[src/rtl/riscv_types.sv]
// Shared RV32 execute-stage types: ALU op codes, divider op codes and divider FSM states.
package riscv_types;

   localparam int unsigned XLEN = 32;

   typedef enum logic [3:0] {
      ALU_ADD,
      ALU_SUB,
      ALU_SLL,
      ALU_SLT,
      ALU_SLTU,
      ALU_XOR,
      ALU_SRL,
      ALU_SRA,
      ALU_OR,
      ALU_AND
   } alu_t;

   typedef enum logic [1:0] {
      DIV,
      DIVU,
      REM,
      REMU
   } div_op_t;

   typedef enum logic [1:0] {
      IDLE,
      CALC,
      FIX,
      DONE
   } div_state_t;

endpackage

[src/rtl/div_step.sv]
// One radix-2 restoring division iteration: shift {rem,quo} left, trial-subtract the divisor.
module div_step #(
   parameter int unsigned XLEN = 32
) (
   input  logic [XLEN-1:0] rem,
   input  logic [XLEN-1:0] quo,
   input  logic [XLEN-1:0] divisor,
   output logic [XLEN-1:0] rem_next,
   output logic [XLEN-1:0] quo_next
);

   logic [XLEN:0] shifted;
   logic [XLEN:0] trial;

   // rem < divisor always holds, so shifted < 2*divisor and XLEN+1 bits suffice for the sign.
   assign shifted  = {rem, quo[XLEN-1]};
   assign trial    = shifted - {1'b0, divisor};
   assign rem_next = trial[XLEN] ? shifted[XLEN-1:0] : trial[XLEN-1:0];
   assign quo_next = {quo[XLEN-2:0], ~trial[XLEN]};

endmodule

[src/rtl/div_unit.sv]
// Iterative RV32M divider (DIV/DIVU/REM/REMU), one quotient bit per cycle,
// valid/ready handshake on both sides, flushable from any state.
module div_unit
   import riscv_types::*;
#(
   parameter int unsigned XLEN = 32
) (
   input  logic            clk,
   input  logic            reset_n,
   input  logic            in_valid,
   output logic            in_ready,
   input  div_op_t         div_op,
   input  logic [XLEN-1:0] op1,
   input  logic [XLEN-1:0] op2,
   input  logic            flush,
   output logic            out_valid,
   input  logic            out_ready,
   output logic [XLEN-1:0] div_result,
   output logic            busy
);

   localparam int unsigned CW = $clog2(XLEN);
   localparam logic [CW-1:0] LAST = CW'(XLEN - 1);
   localparam logic [XLEN-1:0] MIN_NEG = {1'b1, {(XLEN-1){1'b0}}};

   div_state_t      state_q, state_d;
   div_op_t         op_q, op_d;
   logic [XLEN-1:0] rem_q, rem_d;
   logic [XLEN-1:0] quo_q, quo_d;
   logic [XLEN-1:0] divisor_q, divisor_d;
   logic [CW-1:0]   count_q, count_d;
   logic            neg_quo_q, neg_quo_d;
   logic            neg_rem_q, neg_rem_d;

   logic            signed_op;
   logic            neg1, neg2;
   logic [XLEN-1:0] mag1, mag2;
   logic [XLEN-1:0] step_rem, step_quo;

   assign signed_op = (div_op == DIV) || (div_op == REM);
   assign neg1      = signed_op & op1[XLEN-1];
   assign neg2      = signed_op & op2[XLEN-1];
   assign mag1      = neg1 ? -op1 : op1;
   assign mag2      = neg2 ? -op2 : op2;

   div_step #(.XLEN(XLEN)) u_step (
      .rem      (rem_q),
      .quo      (quo_q),
      .divisor  (divisor_q),
      .rem_next (step_rem),
      .quo_next (step_quo)
   );

   always_ff @(posedge clk or negedge reset_n) begin
      if (!reset_n) begin
         state_q   <= IDLE;
         op_q      <= DIV;
         rem_q     <= '0;
         quo_q     <= '0;
         divisor_q <= '0;
         count_q   <= '0;
         neg_quo_q <= 1'b0;
         neg_rem_q <= 1'b0;
      end else begin
         state_q   <= state_d;
         op_q      <= op_d;
         rem_q     <= rem_d;
         quo_q     <= quo_d;
         divisor_q <= divisor_d;
         count_q   <= count_d;
         neg_quo_q <= neg_quo_d;
         neg_rem_q <= neg_rem_d;
      end
   end

   always_comb begin
      state_d   = state_q;
      op_d      = op_q;
      rem_d     = rem_q;
      quo_d     = quo_q;
      divisor_d = divisor_q;
      count_d   = count_q;
      neg_quo_d = neg_quo_q;
      neg_rem_d = neg_rem_q;
      case (state_q)
         IDLE: begin
            if (in_valid && !flush) begin
               op_d      = div_op;
               divisor_d = mag2;
               count_d   = '0;
               neg_quo_d = neg1 ^ neg2;
               neg_rem_d = neg1;
               // Special results are loaded already sign-correct, so FIX is skipped.
               if (op2 == '0) begin
                  quo_d   = '1;
                  rem_d   = op1;
                  state_d = DONE;
               end else if (signed_op && op1 == MIN_NEG && op2 == '1) begin
                  quo_d   = MIN_NEG;
                  rem_d   = '0;
                  state_d = DONE;
               end else begin
                  quo_d   = mag1;
                  rem_d   = '0;
                  state_d = CALC;
               end
            end
         end
         CALC: begin
            rem_d   = step_rem;
            quo_d   = step_quo;
            count_d = count_q + 1'b1;
            if (count_q == LAST) state_d = FIX;
         end
         FIX: begin
            if (op_q == DIV && neg_quo_q) quo_d = -quo_q;
            if (op_q == REM && neg_rem_q) rem_d = -rem_q;
            state_d = DONE;
         end
         DONE: begin
            if (out_ready) state_d = IDLE;
         end
         default: state_d = IDLE;
      endcase
      if (flush) state_d = IDLE;
   end

   assign in_ready   = (state_q == IDLE);
   assign out_valid  = (state_q == DONE);
   assign busy       = (state_q != IDLE);
   assign div_result = (op_q == REM || op_q == REMU) ? rem_q : quo_q;

endmodule

[config.mk]
export PLATFORM = sky130hd
export DESIGN_NAME = div_unit
export DESIGN_NICKNAME = d
export VERILOG_FILES = /design/src/rtl/riscv_types.sv /design/src/rtl/div_step.sv /design/src/rtl/div_unit.sv
export SDC_FILE = /design/constraint.sdc
export NUM_CORES = 1
export LEC_CHECK = 0
export ABC_AREA = 0
export BUFFER_PORTS_ARGS = -buffer_cell sky130_fd_sc_hd__buf_2
export CELL_PAD_IN_SITES_DETAIL_PLACEMENT = 0
export CELL_PAD_IN_SITES_GLOBAL_PLACEMENT = 1
export CORE_ASPECT_RATIO = 0.7
export CORE_MARGIN = 4
export CORE_UTILIZATION = 45
export DETAILED_ROUTE_END_ITERATION = 12
export GPL_ROUTABILITY_DRIVEN = 0
export PLACE_DENSITY_LB_ADDON = 0.08
export SYNTH_ARGS = -nofsm -noshare
export SYNTH_HDL_FRONTEND = slang
export SYNTH_HIERARCHICAL = 1
export SYNTH_SLANG_ARGS = --single-unit
[constraint.sdc]
create_clock -name clk -period 5.7 [get_ports clk]
set_clock_uncertainty 0.05 [all_clocks]
set_input_delay 0.285 -clock clk [delete_from_list [all_inputs] [get_ports clk]]
set_output_delay 0.285 -clock clk [all_outputs]
set_load 0.01 [all_outputs]
---- Word level (Yosys, flattened, before mapping) ----
Cells that the tools add are included.
operators by class
  $add $sub $neg .......................... 6
  equality and inequality tests ........... 15
  muxes and demuxes ....................... 22
  bitwise logic cells ..................... 4
  reductions and logical operators ........ 20
operators with widths
  kind                    count
  $mux W32                11
  $pmux W32 S3            2
  $neg A32 Y32            4
  $eq A32 B32 Y1 const B  2
  $sub A33 B32 Y33        1
  $logic_not A32 Y1       1
  $mux W2                 6
  $eq A2 B2 Y1 const B    5
  $pmux W5 S2             1
  $reduce_and A3 Y1       3
  $pmux W2 S4             1
  $logic_not A2 Y1        3
  $add A5 B1 Y5 const B   1
  $eq A5 B5 Y1 const B    1
  $logic_and A1 B1 Y1     5
  $mux W5                 1
  $ne A2 B2 Y1 const B    2
  $reduce_and A2 Y1       2
  $reduce_bool A2 Y1      2
  $ne A3 B1 Y1 const B    1
  $ne A3 B2 Y1 const B    1
  $ne A3 B3 Y1 const B    1
  $reduce_bool A3 Y1      1
  $and A1 B1 Y1           2
  other kinds (6)         7
storage, ports and cells
  register bits after elaboration ......... 107
  input port bits ......................... 71
  output and inout bits ................... 35

---- Longest topological paths before layout ----
  word-level depth ........................ 9
  mapped depth ............................ 18
  mapped depth without buffers ............ 17

---- Modules after synthesis ----
Netlist, hierarchy kept.
modules (own cells, without submodules)
  module    instances  cells an instance  area each (um^2)  sequential area each (um^2)
  div_unit  1          1071               8471.9            2677.6
  div_step  1          342                2488.6            0.0

---- Worst setup path after synthesis ----
Ideal clock, no wire load.
  path kind ............................... flip-flop to flip-flop
  start ................................... register quo_q[31]
  end ..................................... register rem_q[23]
  setup time .............................. 142 ps
  arrival ................................. 3486 ps
  data required time ...................... 5508 ps
  path slack .............................. 2022 ps
  cell stages (with the launch flop) ...... 19
  buffers on the path ..................... 1
  clock period less this slack ............ 3678 ps
  cell sequence ........................... dfrtp_1 -> inv_1 -> ha_1 -> fa_1 -> and2b_1 -> o2111ai_1 -> a21oi_2 -> o2111ai_1 -> a211oi_2 -> nor2_2 -> mux2i_1 -> and2_4 -> inv_2 -> buf_6 -> mux2_4 -> a21boi_0 -> nand2_1 -> a21oi_1 -> a2111oi_2
between the ends
  word-level cells in the longest chain between the ends .. 3
ends and longest elaborated chain
  element                 RTL line        text
  start, declared         div_unit.sv:29  logic [XLEN-1:0] quo_q, quo_d;
  start signal, assigned  div_unit.sv:68  quo_q <= quo_d;
  $sub A33 B32 Y33        div_step.sv:17  assign trial = shifted - {1'b0, divisor};
  $mux W32                div_step.sv:18  assign rem_next = trial[XLEN] ? shifted[XLEN-1:0] : trial[XLEN-1:0];
  named net step_rem[23]  div_unit.sv:38  logic [XLEN-1:0] step_rem, step_quo;
  $pmux W32 S3            div_unit.sv:85  case (state_q)
  end signal, assigned    div_unit.sv:67  rem_q <= rem_d;
  end, declared           div_unit.sv:28  logic [XLEN-1:0] rem_q, rem_d;
The timed path passes the listed nets, and every way through them passes these cells.
A chain may end at the register's enable or synchronous reset.

---- Worst setup path after layout ----
  start ................................... register quo_q[31]
  end ..................................... register rem_q[9]
The elaborated chain is that of the path after synthesis.

==> run_results.csv <==
group,metric,value,unit
layout,multi_input_area,0.00751,mm2
critical_path,path_buf_inv,4,
cts,htreeDepth,3,
layout,layout-drive-gt1-share,0.167,
critical_path,crit_family,"compound AO/OA/AOI/OAI gates",
critical_path,critPathKind,"reg2reg",
logic_synthesis,ys_ff_latch,107,
detailed_routing,first_pass_iters,7,
detailed_routing,drt_wl_total,37500,um
detailed_routing,vias_per_cell,6.20,
critical_path,r2r-end,"rem_q[9]",
sta,fin_crit,4.66,ns
die,core-area,0.0238,mm2
hold_path,min_from,"flush",
run_status,status,"finished clean",
critical_path,start_kind,"flop",
sta,finalSetupTns,0,ns
critical_path,cp.required,5.90,ns
logic_synthesis,yosysSeqAreaShare,0.244,
logic_synthesis,ys_warn_count,6,
die,start_util,0.460,
logic_synthesis,synth.distinct_cells,85,
hold_path,worstHoldPathType,"in2reg",
layout,syn_to_final_growth,7.94,%
layout,fin_cells,1754,
hold_path,min_path_cells,2,
die,die_h,139,um
critical_path,cp_slowest_stage_delay,0.47,ns
power_and_ir_drop,p_per_area,721,mW/mm2
logic_synthesis,netlist_instances,1413,
placement,hpwl,27900,um
layout,seqCellArea,0.00268,mm2
die,pin_count,106,
logic_synthesis,synthArstFlopShare,1.00,
sta,setup_violations,0,
sta,slew_viol_final,0,
cts,cts_buffer_depth,2,
logic_synthesis,syn_area_per_cell,7.76,um2
cts,clock_sinks,107,
logic_synthesis,ys.flop_type,"dfrtp_1",
layout,fin_nets,1546,
die,dieArea,0.0270,mm2
power_and_ir_drop,vdd_ir_drop_max,435,uV
cts,cts_resized,0,
critical_path,r2r-start,"quo_q[31]",
placement,place_inst,1737,
cts,cts_root_buf,"clkbuf_16",
critical_path,r2r_slack,1.04,ns
critical_path,r2r_cells,17,
sta,whs,0.0510,ns
sta,period_share,0.817,
detailed_routing,wire_per_inst,21.4,um
placement,portBuffers,105,
critical_path,cp-end-kind,"flop",
sta,rsz0062_at_grt,"false",
critical_path,cpMaxStageDelayCell,"dfrtp_1",
sta,slew_headroom,0.264,
power_and_ir_drop,leakagePower,4.89,nW
critical_path,cp_max_fo,15,
flow_run,max-cap-violations,0,
detailed_routing,vias,10900,
sta,timing.final.hold_violations,0,
layout,nFillCells,2379,
cts,cts_setup_buffers,0,
die,die_w,195,um
global_route,grt_overflow_total,0,
global_route,antenna_found_initial,0,
critical_path,path_cells,"inv_1 > ha_1 > fa_1 > and2b_1 > o2111ai_1 > a21oi_2 > o2111ai_1 > a211oi_2 > nor2_2 > mux2i_1 > buf_4 > and2_4 > inv_2 > buf_4 > mux2_4 > a221oi_1 > nor3_1",
global_route,grt_max_degree,71,
hold_path,hold_end,"state_q[0]",
cts,numCtsBuffers,9,
global_route,grt_pass1_wl,59000,um
cts,clkTransAtPathRegs,0.08,ns
layout,postLayoutCoreUtil,0.497,
sta,clock.fmax,215,MHz
logic_synthesis,synth_edf_count,0,
global_route,grt_pass1_vias,10100,
layout,num_antenna_cells,0,
logic_synthesis,syn_nets,1528,
critical_path,crit_arrival,4.86,ns
cts,insertion_delay,0.37,ns
logic_synthesis,mappedNetlistArea,0.0110,mm2
die,fp-row-count,47,
detailed_routing,drc_errors,0,
cts,cts_tree,"yes",
detailed_routing,first_iter_violations,940,
global_route,groute.usage.overall,0.271,
detailed_routing,ant_nets,0,
sta,worst_pin_slew,1.09,ns
[layer usage]
metal  share of wire  vias to the layer above  global-route usage
li1                -                     5190                   -
met1            0.49                     5237               0.421
met2            0.43                      417               0.402
met3           0.069                       34              0.0391
met4           0.015                        0              0.0529
met5               0                        -                   0
[registers in the layout (all words and copies together) (netlist names)]
signal and flops:
state_q 2, neg_rem_q 1, count_q 5, rem_q 32
divisor_q 32, op_q 2, quo_q 32, neg_quo_q 1
[logic make-up (layout without fill, tap and decap cells)]
| logic type | Yosys count | after routing | synth area share |
|---|---|---|---|
| AOI/OAI and AO/OA | 409 | 409 | 0.236 |
| muxes | 69 | 69 | 0.0768 |
| buffers and inverters | 173 | 196 | 0.0731 |
| xor gates and xnor gates | 107 | 107 | 0.0855 |
| DFF | 107 | 107 | 0.244 |
| and+or+nand+nor | 504 | 504 | 0.233 |
| adders and majority gates | 44 | 44 | 0.0509 |
[layout make-up]
type / instances / area share
inverter: 55 / 0.0174
sequential: 107 / 0.226
clock buffer: 13 / 0.0237
tap: 318 / 0.0336
timing repair buffer: 125 / 0.0586
clock inverter: 3 / 0.00571
multi-input combinational: 1133 / 0.635
[through the flow]
| stage | cell area, um2 | setup WS [ns] | power (mW) |
|---|---|---|---|
| final | 11800 | 1.04 | 8.53 |
| after global routing | 11800 | 0.814 | 9.23 |
| after CTS | 11800 | 1.16 | 8.46 |
| after detailed placement | 11500 | 1.19 | 7.67 |
| after global placement | 11500 | 1.30 | 7.67 |
| after floorplan | 11000 | 2.02 | 6.21 |
[timing repair]
item	CTS	global route
hold buffers	1	0
hold endpoints to repair	45	0
endpoints found under the setup margin	0	0
[worst max-delay path by stage]
stage	startpoint	end	slack (ns)	cells past startpoint
6_report	quo_q[31]	rem_q[9]	1.04	17
5_1_grt	quo_q[31]	rem_q[23]	0.81	18
4_1_cts	quo_q[31]	rem_q[9]	1.16	17
3_5_place_dp	quo_q[31]	rem_q[14]	1.19	17
3_3_place_gp	quo_q[31]	rem_q[9]	1.30	17
2_1_floorplan	quo_q[31]	rem_q[23]	2.02	18
[report_power, final]
group	leakage, nW	switching, mW	total [mW]	internal (mW)
logic	3.40	3.42	6.02	2.61
registers	1.32	0.621	1.75	1.13
clock network	0.168	0.317	0.751	0.434
total	4.89	4.36	8.53	4.17
[layout by cell type (no fill, tap or decap), types with 19 or more instances in the layout]
cell and count:
nand2_1 139, xor2_1 54, buf_2 104, a21o_1 23
nor2_1 107, a221oi_1 31, a31oi_1 34, inv_1 53
or3_1 29, nand4_1 25, mux2_2 43, nor4_1 23
mux2_4 19, o21ai_0 91, buf_4 19, nor3_1 47
nand3_1 41, xnor2_1 53, dfrtp_1 107, a21oi_1 125
ha_1 40
[cells in the mapped netlist (all sizes together), types with 45 or more instances]
cell    instances  area (um2)
nand2         139         522
xor2           54         473
a21oi         126         634
o21ai         104         521
clkbuf         73         274
nor2          108         408
mux2           64         792
buf            45         320
dfrtp         107        2680
nor3           48         245
inv            54         203
xnor2          53         464
[worst reg2reg max path, delay by kind of cell, from the launching register on]
| family | cells | cell delay, ns |
|---|---|---|
| flip-flops | 1 | 0.47 |
| AO/OA/AOI/OAI | 5 | 1.32 |
| AND/OR/NAND/NOR | 4 | 0.64 |
| buffers and inverters | 4 | 0.96 |
| multiplexers | 2 | 0.45 |
| adder cells (fa/ha/maj) | 2 | 0.64 |
No activity file was read; power rests on OpenSTA's default activity.
